==> config.mk <==
export PLATFORM = sky130hd
export DESIGN_NAME = osc_phase_accumulator
export DESIGN_NICKNAME = d
export VERILOG_FILES = /design/src/rtl/osc_phase_pkg.sv /design/src/rtl/phase_acc_ram.sv /design/src/rtl/osc_phase_accumulator.sv
export SDC_FILE = /design/constraint.sdc
export NUM_CORES = 2
export LEC_CHECK = 0
export ABC_CLOCK_PERIOD_IN_PS = 7100
export CAP_MARGIN = 30
export CELL_PAD_IN_SITES_DETAIL_PLACEMENT = 0
export CELL_PAD_IN_SITES_GLOBAL_PLACEMENT = 2
export CORE_UTILIZATION = 38
export CTS_CLUSTER_SIZE = 14
export DETAILED_ROUTE_END_ITERATION = 6
export DONT_BUFFER_PORTS = 1
export PLACE_DENSITY_LB_ADDON = 0.1
export SLEW_MARGIN = 20
export SYNTH_ARGS = -nofsm -noshare
export SYNTH_HDL_FRONTEND = slang
export SYNTH_SLANG_ARGS = --single-unit
==> constraint.sdc <==
create_clock -name sCLK_XVXOSC -period 7.1 [get_ports sCLK_XVXOSC]
set_input_delay 1.42 -clock sCLK_XVXOSC [delete_from_list [all_inputs] [get_ports sCLK_XVXOSC]]
set_output_delay 1.42 -clock sCLK_XVXOSC [all_outputs]
set_load 0.02 [all_outputs]
==> src/rtl/osc_phase_pkg.sv <==
// Shared constants, slot type and slot sequencing helper for the oscillator phase engine.
package osc_phase_pkg;

  localparam int unsigned VOICES  = 8;
  localparam int unsigned V_OSC   = 4;
  localparam int unsigned V_WIDTH = 3;
  localparam int unsigned O_WIDTH = 2;
  localparam int unsigned ACC_W   = 32;
  localparam int unsigned ADDR_W  = 11;
  localparam int unsigned NSLOT   = VOICES * V_OSC;
  localparam int unsigned SLOT_W  = V_WIDTH + O_WIDTH;

  // Slot index; packing {vx, ox} makes the flat slot number vx*V_OSC + ox.
  typedef struct packed {
    logic [V_WIDTH-1:0] vx;
    logic [O_WIDTH-1:0] ox;
  } slot_t;

  // Next slot in issue order: oscillator index first, then voice, wrapping at the frame end.
  function automatic slot_t slot_next(input slot_t s);
    slot_t n;
    n = s;
    if (s.ox == O_WIDTH'(V_OSC - 1)) begin
      n.ox = '0;
      n.vx = (s.vx == V_WIDTH'(VOICES - 1)) ? '0 : s.vx + V_WIDTH'(1);
    end else begin
      n.ox = s.ox + O_WIDTH'(1);
    end
    return n;
  endfunction

endpackage

==> src/rtl/phase_acc_ram.sv <==
// Per-slot phase accumulator storage: registered read port, write port, write-to-read bypass.
module phase_acc_ram #(
  parameter int unsigned DEPTH = 32,
  parameter int unsigned AW    = 5,
  parameter int unsigned W     = 32
) (
  input  logic          clk,
  input  logic          rst_n,
  input  logic [AW-1:0] raddr,
  output logic [W-1:0]  rdata,
  input  logic          we,
  input  logic [AW-1:0] waddr,
  input  logic [W-1:0]  wdata
);

  logic [W-1:0] mem [DEPTH];

  // Storage update and registered read; a same-cycle write to the read slot is forwarded.
  always_ff @(posedge clk or negedge rst_n) begin
    if (!rst_n) begin
      for (int unsigned i = 0; i < DEPTH; i++) mem[i] <= '0;
      rdata <= '0;
    end else begin
      if (we) mem[waddr] <= wdata;
      rdata <= (we && (waddr == raddr)) ? wdata : mem[raddr];
    end
  end

endmodule

==> src/rtl/osc_phase_accumulator.sv <==
// Time-multiplexed phase engine: slot sequencer, per-slot accumulate, modulated LUT address.
module osc_phase_accumulator
  import osc_phase_pkg::*;
(
  input  logic                     sCLK_XVXOSC,
  input  logic                     reset_reg_N,
  input  logic                     run,
  input  logic [VOICES-1:0]        voice_reset,
  input  logic [ACC_W-1:0]         phase_inc,
  input  logic signed [ADDR_W-1:0] modulation,
  output logic [V_WIDTH-1:0]       cur_vx,
  output logic [O_WIDTH-1:0]       cur_ox,
  output logic                     frame_start,
  output logic [ADDR_W-1:0]        sine_addr,
  output logic [V_WIDTH-1:0]       addr_vx,
  output logic [O_WIDTH-1:0]       addr_ox,
  output logic                     addr_valid
);

  slot_t              cur;
  slot_t              s1;
  logic               v1;
  logic [SLOT_W-1:0]  cur_idx;
  logic [SLOT_W-1:0]  s1_idx;
  logic [ACC_W-1:0]   rd;
  logic [ACC_W-1:0]   acc_new;
  logic [ADDR_W-1:0]  mod_u;
  logic [NSLOT-1:0]   pend;
  logic [NSLOT-1:0]   pend_set;
  logic [NSLOT-1:0]   pend_clr;

  assign cur_idx = cur;
  assign s1_idx  = s1;
  assign mod_u   = modulation;
  assign cur_vx  = cur.vx;
  assign cur_ox  = cur.ox;
  // Gated by reset so the output reads 0 while the engine is held in reset.
  assign frame_start = run && reset_reg_N && (cur == '0);

  phase_acc_ram #(
    .DEPTH (NSLOT),
    .AW    (SLOT_W),
    .W     (ACC_W)
  ) u_ram (
    .clk   (sCLK_XVXOSC),
    .rst_n (reset_reg_N),
    .raddr (cur_idx),
    .rdata (rd),
    .we    (v1),
    .waddr (s1_idx),
    .wdata (acc_new)
  );

  // Stage 0: slot sequencer, frozen while run is low.
  always_ff @(posedge sCLK_XVXOSC or negedge reset_reg_N) begin
    if (!reset_reg_N) cur <= '0;
    else if (run)     cur <= slot_next(cur);
  end

  // Stage 1 pipeline register: slot being accumulated and whether it was actually issued.
  always_ff @(posedge sCLK_XVXOSC or negedge reset_reg_N) begin
    if (!reset_reg_N) begin
      s1 <= '0;
      v1 <= 1'b0;
    end else begin
      s1 <= cur;
      v1 <= run;
    end
  end

  // Stage 1 datapath: a pending key-on replaces the accumulator with the increment.
  always_comb begin
    acc_new = pend[s1_idx] ? phase_inc : rd + phase_inc;
  end

  // Key-on requests fan out to every oscillator of the voice; the accumulated slot's flag clears.
  always_comb begin
    pend_set = '0;
    for (int unsigned v = 0; v < VOICES; v++)
      for (int unsigned o = 0; o < V_OSC; o++)
        pend_set[v * V_OSC + o] = voice_reset[v];
    pend_clr = v1 ? (NSLOT'(1) << s1_idx) : '0;
  end

  // Pending-reset flags; a set arriving with a clear wins so the slot is zeroed next frame.
  always_ff @(posedge sCLK_XVXOSC or negedge reset_reg_N) begin
    if (!reset_reg_N) pend <= '0;
    else              pend <= (pend & ~pend_clr) | pend_set;
  end

  // Stage 2: LUT address from the accumulator top bits plus the wrapping modulation offset.
  always_ff @(posedge sCLK_XVXOSC or negedge reset_reg_N) begin
    if (!reset_reg_N) begin
      sine_addr  <= '0;
      addr_vx    <= '0;
      addr_ox    <= '0;
      addr_valid <= 1'b0;
    end else begin
      addr_valid <= v1;
      if (v1) begin
        sine_addr <= acc_new[ACC_W-1 -: ADDR_W] + mod_u;
        addr_vx   <= s1.vx;
        addr_ox   <= s1.ox;
      end
    end
  end

endmodule
# Word level (Yosys, flattened, before mapping)
# Index checks and enable logic that the tools add are counted.
# word_totals
register_bits,1116
input_bits,54
out_inout_bits,23
# classes
n_addsub,4
n_lt_le_gt_ge,4
eq_ne,3
shifts,1
muxes,13
bitwise,5
reduce_logical,6
# ops
op,n
1024-bit bitwise mux,1
32-bit 2-to-1 mux,6
32-bit binary-select mux with 5-bit select,1
32-bit demux with 5-bit select,1
32-bit adder,1
32-bit AND,1
32-bit inverter,1
32-bit bitwise OR,1
1-bit by 5-bit << shifter with 32-bit output (first input constant),1
6-bit greater-or-equal comparator (second input constant),2
5-bit inverter with 6-bit output,2
11-bit adder,1
5-bit by 6-bit less-than comparator with 1-bit output (second input constant),1
6-bit by 1-bit less-than comparator with 1-bit output (second input constant),1
1-bit binary-select mux with 5-bit select,1
5-bit equality test,1
5-bit zero test,1
1-bit logical AND,4
3-bit by 1-bit adder with 3-bit output (second input constant),1
3-bit equality test (second input constant),1
3-bit 2-to-1 mux,1
2-bit by 1-bit adder with 2-bit output (second input constant),1
2-bit equality test (second input constant),1
2-bit 2-to-1 mux,1
other kinds (2),2

# Longest topological paths before layout
# depth
ltp_word,6
ltp_mapped,23
mapped_depth_nobuf,22

# Cells and area by module
# A second synthesis with hierarchy kept.
# hier_totals
cells_unflattened,3912
area_unflattened_um2,53323.6
# by_module_without_submodules
mod,instances,cells_each,area_per_inst_um2
phase_acc_ram,1,3401,48386.4
osc_phase_accumulator,1,511,4937.2

# Worst setup path before layout
# No wires, ideal clock.
# synth_timing
path_kind,input port to flip-flop
from,in phase_inc[6]
to,reg sine_addr[10]
arrival_time_ns,6.014
slack_ns,1.003
cell_stages,22
n_path_buf,1
path_cell_list,ha_1 -> a211oi_1 -> nor2_1 -> o41ai_2 -> a31oi_1 -> or3_1 -> a21oi_1 -> xnor2_1 -> mux2i_1 -> buf_2 -> inv_1 -> ha_1 -> fa_1 -> a21o_1 -> a21oi_1 -> o21bai_1 -> a2111o_1 -> a31o_2 -> a21oi_1 -> xnor3_1 -> xor2_1 -> o21ai_0
# synth_between
elab_chain_cells,3
# synth_rtl
item,line_no,rtl
from (decl),osc_phase_accumulator.sv:9,"input logic [ACC_W-1:0] phase_inc,"
32-bit adder,osc_phase_accumulator.sv:73,acc_new = pend[s1_idx] ? phase_inc : rd + phase_inc;
32-bit 2-to-1 mux,osc_phase_accumulator.sv:73,
via acc_new[21],osc_phase_accumulator.sv:26,logic [ACC_W-1:0] acc_new;
11-bit adder,osc_phase_accumulator.sv:101,sine_addr <= acc_new[ACC_W-1 -: ADDR_W] + mod_u;
to (signal assigned),osc_phase_accumulator.sv:101,
to (decl),osc_phase_accumulator.sv:14,"output logic [ADDR_W-1:0] sine_addr,"
# The timed path passes the listed nets, and every way through them passes these cells.
# A chain may end at the register's enable or synchronous reset.

# Worst setup path in the final report
# layout_timing
from,in phase_inc[2]
to,reg sine_addr[10]
# The elaborated chain is that of the path after synthesis.

==> out/metrics.cfg <==
[synth]
synth.avg_cell_area_um2=11.1
yosysMostFrequentCell=dfrtp_1
synthTopCellsByArea=dfrtp_1 56%, mux4_2 15%, a21oi_1 7.8%
synth_edf_count=0
synth_area_um2=49900
synthCells=4501
ys_types=67
ys_seq_area_share_pct=56.0
syn_nets=4603
synth_top_area_share_pct=56.0
synth-seq-cells=1116
synth_area_leader_cell=dfrtp_1
synthArstFlopShare_pct=100
yosysWarnings=0
yosys_most_used_dff=dfrtp_1
synth_common_cells=1116 x dfrtp_1, 773 x a21oi_1, 769 x nor2_1, 366 x nand2_1, 322 x mux4_2

[sta]
fin_skew_ns=0.0398
slew_viol_final=0
tightest_slew_ns=1.03
max_freq_mhz=169
fin_crit_sh_pct=83.4
final.min_clock_period_ns=5.92
slew-limit-headroom_pct=31.3
hold_viol=0
grt_setup_unrepaired=no
whs_ns=0.371
final-setup-viol-count=0
final.setup.tns_ns=0

[global_routing]
grt_pass1_wl_um=240000
grt_pass1_vias=33733
grt_use_total_pct=24.9
grt_overflow=0
grt_start_max_net_pins=133
antenna_found_initial=11

[floorplan]
die_w_um=364
die_area_um2=133000
ios=77
num_rows=132
dieHeight_um=364
start_util_pct=38.4
core_area_um2=130000

[critical_path]
slowest_stage=o21ai_0
path_max_fanout=4
reg2reg_from=s1[4]$_DFF_PN0_
crit_arrival_ns=6.58
critPathKind=in2reg
crit_end=sine_addr[10]$_DFFE_PN0P_
end_kind=flop
worstPathCellList=ha_1, o21ai_0, o21ai_0, nand4_1, a31oi_1, or3_1, a21oi_1, xnor2_1, mux2i_4, inv_1, ha_1, fa_1, a21o_1, a21oi_1, o21bai_1, a2111o_1, a31o_2, a21oi_1, xnor3_1, xor2_1, o21ai_0
worst_setup_path_start_kind=primary input
worst-r2r-setup-slack_ns=1.37
slowest_delay_ns=0.70
r2r_end=sine_addr[10]$_DFFE_PN0P_
required_ns=7.76
rr_worst_depth=18
crit_path_start=phase_inc[2]

[flow_run]
max_cap_viol_count=0

[routing]
drt_pre_antenna_iters=5
wl_per_cell_um=26.0
vias_per_cell=5.37
drc_errors=0
vias=33326
ant_nets=0
wl_um=161000
drt_first_iter_violations=2493

[power_and_ir_drop]
peakVddDrop_uv=303
p_leak_uw=0.0220
p_per_area_nw_per_um2=514

[placement]
io_buffers=0
gp_congestion=0.798
dp_hpwl_um=96000

[layout]
drive_above_1_share_pct=16.5
fin_util_pct=43.8
area_growth_pct=13.9
layout.nets=4465

[cts]
postCtsSetupBuffers=0
cts-buffers-inserted=135
clk_path_buf_depth=3
cts_resized=0
root_buffer=clkbuf_16
clk_latency_ns=0.77
clkSinkCount=1116
ctsHtreeMaxLevel=4
cts_tree=yes
clkTransAtPathRegs_ns=0.05
cts_hold_buf=0

[min_path]
hp-class=in2async

[run_status]
outcome=complete, no violations

worst min-delay path by stage:
| stage | start | endpoint | slack [ns] |
|---|---|---|---|
| after floorplan | v1$_DFF_PN0_ | addr_valid$_DFF_PN0_ | 0.38 |
| after global placement | u_ram.mem[434]$_DFFE_PN0P_ | u_ram.mem[434]$_DFFE_PN0P_ | 0.46 |
| after detailed placement | u_ram.mem[430]$_DFFE_PN0P_ | u_ram.mem[430]$_DFFE_PN0P_ | 0.46 |
| after CTS | reset_reg_N | u_ram.mem[832]$_DFFE_PN0P_ | 0.31 |
| after global routing | reset_reg_N | u_ram.mem[832]$_DFFE_PN0P_ | 0.32 |
| final | reset_reg_N | u_ram.mem[832]$_DFFE_PN0P_ | 0.37 |
final cells by class:
| cell class | count | area [µm²] |
|---|---|---|
| well taps | 1742 | 2180 |
| clock buffers | 205 | 4030 |
| diodes | 3 | 7.51 |
| fillers | 12322 | 73000 |
| multi-input cells | 2959 | 20800 |
| inverters | 33 | 129 |
| flip-flops and latches | 1116 | 27900 |
| repair buffers | 118 | 1530 |
| clock inverters | 31 | 264 |
stage by stage:
stage          total power, µW  setup WS (ns)  cell area [µm²]  cells
6_report                 29200           1.18            56800   6207
3_5_place_dp             22700          0.553            52500   5964
5_1_grt                  31100          0.928            56800   6207
3_3_place_gp             22500          0.595            51800   5937
2_1_floorplan            18600           1.00            49900   4501
4_1_cts                  29600           1.33            56800   6200
state kept, by name, indices dropped and copies added, names as in the netlist:
| name | count |
|---|---|
| s1 | 5 |
| addr_vx | 3 |
| v1 | 1 |
| addr_ox | 2 |
| sine_addr | 11 |
| u_ram.rdata | 32 |
| cur_ox | 2 |
| cur_vx | 3 |
| pend | 32 |
| addr_valid | 1 |
| u_ram.mem | 1024 |
per-layer routing:
metal	global-route usage [%]	share of wire [%]	routed length (µm)	up-vias
met4	7.31	2.6	4170	2
met5	0	0.012	19	-
li1	-	-	-	15557
met3	3.61	3.6	5850	209
met2	40.7	48	77900	575
met1	34.5	45	73200	16983
critical path: cells and delay by family:
kind | cells | cell delay (ns)
simple gates | 2 | 0.56
buf+inv | 1 | 0.06
fa+ha+maj | 3 | 0.96
xor+xnor | 3 | 0.55
compound gates | 11 | 2.85
mux | 1 | 0.17
power breakdown:
part	switching, µW	internal (µW)
registers	1650	8860
logic	6950	5010
clock network	2790	3980
total	11400	17900
cells by family after synthesis:
logic type	after synthesis	share of synthesized area, %
compound gates	1266	13.5
fa+ha+maj	48	1.23
simple gates	1256	9.99
mux	361	15.4
xor+xnor	28	0.519
flops	1116	56.0
buf+inv	426	3.40
cell usage in the layout (no fill, tap or decap), types with 19 or more instances in the layout:
master / count
buf_12: 19
nand2b_1: 19
ha_1: 46
buf_4: 78
nor3_1: 20
clkbuf_8: 28
mux4_2: 322
a211oi_1: 36
a21o_1: 29
clkinv_2: 19
a21oi_1: 764
o21ai_1: 41
clkbuf_1: 37
nor2_1: 748
nor2_4: 20
buf_16: 20
nand2_1: 356
dfrtp_1: 1112
inv_1: 28
nor2b_1: 35
clkbuf_16: 140
xnor2_1: 20
o21ai_0: 316
Power figures use the tool's default switching activity.
